## config.mk

```make
export PLATFORM = sky130hd
export DESIGN_NAME = pow2_float_pipe
export DESIGN_NICKNAME = d
export VERILOG_FILES = /design/src/rtl/pow2_float_pipe.sv
export SDC_FILE = /design/constraint.sdc
export NUM_CORES = 1
export LEC_CHECK = 0
export ABC_AREA = 1
export BUFFER_PORTS_ARGS = -buffer_cell sky130_fd_sc_hd__buf_2
export CAP_MARGIN = 20
export CORE_MARGIN = 1.5
export CORE_UTILIZATION = 50
export DETAILED_ROUTE_END_ITERATION = 7
export PLACE_DENSITY_LB_ADDON = 0.15
export SYNTH_ARGS = -nofsm -noshare
export SYNTH_HDL_FRONTEND = slang
export SYNTH_SLANG_ARGS = --single-unit
```

## constraint.sdc

```tcl
create_clock -name clk -period 1.7 [get_ports clk]
set_input_delay 0.17 -clock clk [delete_from_list [all_inputs] [get_ports clk]]
set_output_delay 0.17 -clock clk [all_outputs]
set_load 0.02 [all_outputs]
```

## src/rtl/pow2_float_pipe.sv

```systemverilog
// Produces +/-2^n as a parametrised IEEE-style float. Latency 2 cycles with a
// 1/cycle throughput; a stalled output (out_valid & !out_ready) freezes both stages.
module pow2_float_pipe #(
  parameter int IN_W  = 32,
  parameter int EXP_W = 8,
  parameter int MAN_W = 23
) (
  input  logic                   clk,
  input  logic                   rst,
  input  logic                   in_valid,
  output logic                   in_ready,
  input  logic [IN_W-1:0]        in_n,
  input  logic                   in_neg,
  output logic                   out_valid,
  input  logic                   out_ready,
  output logic [EXP_W+MAN_W:0]   out_f,
  output logic                   out_ovf,
  output logic                   out_unf,
  output logic                   out_sub
);

  localparam int BIAS  = (1 << (EXP_W - 1)) - 1;
  localparam int OUT_W = 1 + EXP_W + MAN_W;
  // Wide enough that n and every class bound compare without truncation.
  localparam int CW    = IN_W + 34;
  localparam int SHW   = $clog2(MAN_W) + 1;

  localparam logic signed [CW-1:0] MAX_NORM = CW'(BIAS);
  localparam logic signed [CW-1:0] MIN_NORM = CW'(1 - BIAS);
  localparam logic signed [CW-1:0] MIN_SUB  = CW'(1 - BIAS - MAN_W);
  localparam logic [MAN_W-1:0]     FRAC_ONE = MAN_W'(1);

  typedef enum logic [1:0] {
    C_NORM = 2'd0,
    C_SUB  = 2'd1,
    C_OVF  = 2'd2,
    C_UNF  = 2'd3
  } cls_t;

  logic                  adv;
  logic signed [CW-1:0]  n_ext;
  cls_t                  cls_in;

  logic                  s1_valid;
  logic [IN_W-1:0]       s1_n;
  logic                  s1_neg;
  cls_t                  s1_cls;
  logic signed [CW-1:0]  s1_ext;

  logic [OUT_W-1:0]      nxt_f;
  logic                  nxt_ovf;
  logic                  nxt_unf;
  logic                  nxt_sub;

  assign adv      = !out_valid | out_ready;
  assign in_ready = adv;

  assign n_ext = CW'($signed(in_n));

  always_comb begin
    cls_in = C_UNF;
    if (n_ext > MAX_NORM)
      cls_in = C_OVF;
    else if (n_ext >= MIN_NORM)
      cls_in = C_NORM;
    else if (n_ext >= MIN_SUB)
      cls_in = C_SUB;
  end

  always_ff @(posedge clk or posedge rst) begin
    if (rst) begin
      s1_valid <= 1'b0;
      s1_n     <= '0;
      s1_neg   <= 1'b0;
      s1_cls   <= C_NORM;
    end else if (adv) begin
      s1_valid <= in_valid;
      s1_n     <= in_n;
      s1_neg   <= in_neg;
      s1_cls   <= cls_in;
    end
  end

  assign s1_ext = CW'($signed(s1_n));

  // A bubble in stage 1 clears the whole result word, flags included.
  always_comb begin
    nxt_f   = '0;
    nxt_ovf = 1'b0;
    nxt_unf = 1'b0;
    nxt_sub = 1'b0;
    if (s1_valid) begin
      case (s1_cls)
        C_NORM: nxt_f = {s1_neg, EXP_W'(s1_ext + MAX_NORM), {MAN_W{1'b0}}};
        C_SUB: begin
          nxt_f   = {s1_neg, {EXP_W{1'b0}}, FRAC_ONE << SHW'(s1_ext - MIN_SUB)};
          nxt_sub = 1'b1;
        end
        C_OVF: begin
          nxt_f   = {s1_neg, {EXP_W{1'b1}}, {MAN_W{1'b0}}};
          nxt_ovf = 1'b1;
        end
        default: begin
          nxt_f   = {s1_neg, {(OUT_W-1){1'b0}}};
          nxt_unf = 1'b1;
        end
      endcase
    end
  end

  always_ff @(posedge clk or posedge rst) begin
    if (rst) begin
      out_valid <= 1'b0;
      out_f     <= '0;
      out_ovf   <= 1'b0;
      out_unf   <= 1'b0;
      out_sub   <= 1'b0;
    end else if (adv) begin
      out_valid <= s1_valid;
      out_f     <= nxt_f;
      out_ovf   <= nxt_ovf;
      out_unf   <= nxt_unf;
      out_sub   <= nxt_sub;
    end
  end

endmodule

```

==> flow_summary_export.csv <==
group,metric,value,unit
outcome,status,"completed",
layout,mostFrequentLayoutCells,"103 x sky130_fd_sc_hd__nand2_1, 73 x sky130_fd_sc_hd__buf_2, 46 x sky130_fd_sc_hd__dfrtp_1",
sta,worstMarginPinSlew,0.546,ns
floorplanning,die_width,74.7,µm
power_and_ir_drop,power_density,877,nW/µm²
routing,drc,0,
sta,final_min_period_over_clock_period,0.936,
grt,number_of_antenna_violations_at_the_first_check_in_global_routing,0,
routing,drt_pre_antenna_iters,4,
sta,crit_path_setup_slack_layout,0.108,ns
synthesis,synth.net_count,364,
grt,grt_max_degree,26,
floorplanning,start_util,0.530,
synthesis,synth_mux_area_frac,0,
min_path,hold_class,"primary input to flop",
routing,route.detailed.vias_per_inst,4.97,
floorplanning,die_height,74.7,µm
floorplanning,core.rowCount,25,
sta,timing.fmax,0.628,GHz
routing,first_iter_violations,131,
worst_setup_path,worstSetupStartpointType,"flop",
grt,global_route.overflow_total,0,
sta,slew_headroom,0.635,
layout,leading_cell_type_in_the_layout_fill_and_taps_excluded,"sky130_fd_sc_hd__nand2_1",
clock_network,cts_inserted_buffers,5,
place,place_congestion,0.810,
synthesis,ys.flop_type,"sky130_fd_sc_hd__dfrtp_1",
synthesis,yosys_register_bits,48,
power_and_ir_drop,total_power,2.76,mW
worst_setup_path,arrival,1.42,ns
sta,rsz0062_at_grt,"no",
power_and_ir_drop,ir_drop,0.520,mV
clock_network,cts_root_buffer,"sky130_fd_sc_hd__clkbuf_8",
worst_setup_path,required,1.53,ns
worst_setup_path,crit_family,"buffers and inverters",
synthesis,synth_enable_flop_cells,0,
place,detailedPlace.worstSlack,0.130,ns
clock_network,tritoncts_clock_tree,"yes",
worst_setup_path,timing.critical_path.slowest_stage_cell,"sky130_fd_sc_hd__dfrtp_1",
routing,detail_route.wirelength,5510,µm
synthesis,synth_top_family_by_area,"simple AND/OR/NAND/NOR gates",
worst_setup_path,worst_setup_path_end_kind,"output pin",
grt,grt_first_pass_wirelength,9110,µm
flow_run,drv_cap,0,
clock_network,clk_slew_on_worst_s_h_paths,0.09,ns
synthesis,simple_gate_share_of_the_synthesized_area,0.323,
routing,antenna_violating_nets_post_route,0,
grt,grtUsageTotal,0.214,
clock_network,clock_insertion_delay_worst_skew,0.30,ns
layout,drive_gt1_frac,0.303,
layout,inserted_diodes,0,
power_and_ir_drop,leakagePower,1.69,nW
synthesis,syn_area_per_cell,8.00,µm²
worst_setup_path,worstPathBufferInverterCount,4,
clock_network,clock_sink_count,48,
sta,timing.clock.skew,0.00671,ns
place,hpwlAfterDp,4150,µm
clock_network,cts_max_level,2,
synthesis,synthAdderAreaFrac,0.0292,
floorplanning,fp.dieArea,5570,µm²
worst_setup_path,critical_path.cell_chain,"inv_1, nor2_4, buf_6, inv_2, buf_2",
synthesis,share_of_the_synthesized_area_in_compound_gates_ao_oa_aoi_oai,0.0999,
synthesis,ys_seq_area_frac,0.468,
synthesis,syn_inst,321,
layout,areaGrowthSynthToFinish,22.7,%
worst_setup_path,critical_path.max_fanout,18,
synthesis,ys_warn_count,0,
sta,finalSetupViolCount,0,
clock_network,number_of_buffers_on_the_longest_clock_path,2,
sta,setup_total_negative_slack,0,ns
synthesis,synth-xor-area-share,0.0200,
synthesis,syn-cell-area,2570,µm²
worst_setup_path,critical_path_class,"flop to output pin",
sta,final_hold_viol_count,0,
routing,via_count,2333,
sta,period_needed,1.59,ns
place,port_buffers,73,
floorplanning,core_area,4850,µm²
layout,finalNetCount,444,
sta,timing_max_transition_violations_final,0,
worst_setup_path,slowest_delay,0.35,ns
layout,final.fill_count,432,
synthesis,post_synth_num_cell_types,32,
grt,number_of_global_route_vias_before_repair,2076,
synthesis,synthArstFlopShare,1.00,
routing,route.detailed.wl_per_inst,11.8,µm
floorplanning,io_pins,74,
power by group:
part           switching, mW  internal (mW)  leakage (nW)
Sequential            0.0757           1.24         0.630
Clock                  0.373          0.331        0.0445
Combinational          0.493          0.253          1.02
cell usage after synthesis, drive strengths merged (5+ instances only):
cell,count,area (µm²)
inv,26,97.6
ha,6,75.1
nor2,42,206
a21oi,9,45.0
nand2,109,429
buf,8,53.8
nand4,5,31.3
nand3,23,133
dfrtp,48,1200
o21ai,30,169
xor2,5,51.3
per-layer routing:
layer / track usage / vias to the layer above / wire length (µm)
li1: - / 1191 / -
met1: 0.301 / 1063 / 2670
met2: 0.337 / 71 / 2500
met3: 0.0455 / 8 / 275
met4: 0.0586 / 0 / 65
met5: 0 / - / 0
worst min-delay path: stages:
cell and delay, ns:
sky130_fd_sc_hd__buf_2 0.07, sky130_fd_sc_hd__nand2_1 0.04, sky130_fd_sc_hd__o21ai_0 0.05
worst paths after layout:
check                           from  slack [ns]   endpoint  cells after the start
min                         in_valid        0.07   s1_valid                      3
max in group asynchronous        rst        0.73  s1_cls[0]                      4
max reg2reg                  s1_n[0]        0.12  out_f[17]                      7
max                        out_valid        0.11   in_ready                      5
min reg2reg                 out_f[2]        0.48   out_f[2]                      2
min in group asynchronous        rst        0.46  out_f[22]                      3
through the flow:
| step | area, µm² | instances | hold WS, ns | utilization |
|---|---|---|---|---|
| floorplan | 2570 | 321 | 0.280 | - |
| global placement | 3000 | 456 | 0.243 | 0.619 |
| global route | 3150 | 469 | 0.0757 | 0.650 |
| CTS | 3110 | 465 | 0.0641 | 0.641 |
| finish | 3150 | 469 | 0.0722 | 0.650 |
| detailed placement | 3000 | 456 | 0.250 | 0.619 |
layout make-up:
class	instances	area, µm²	area share
multi-input combinational	238	1220	0.387
tap	67	83.8	0.0266
inverter	26	97.6	0.0310
sequential	48	1200	0.382
timing repair buffer	82	452	0.143
clock inverter	1	7.51	0.00238
clock buffer	7	86.3	0.0274
repair_timing:
item                       CTS  global route
setup endpoints to repair    1            16
hold buffers                 1             0
buffers inserted             0             4
gates resized for setup      1             5
pin swaps                    0             2
hold endpoints to repair    24             0
cell families (layout without fill, tap and decap cells):
group,count (synthesis),after routing
compound gates,44,44
buf+inv,35,116
xor+xnor,5,5
simple gates,183,183
flops,48,48
fa+ha+maj,6,6
registers in the layout (all words and copies together), names as in the netlist:
name	count
out_unf	1
s1_n	8
s1_cls	2
out_f	32
s1_neg	1
out_valid	1
out_ovf	1
out_sub	1
s1_valid	1
(Power assumes the default switching activity.)
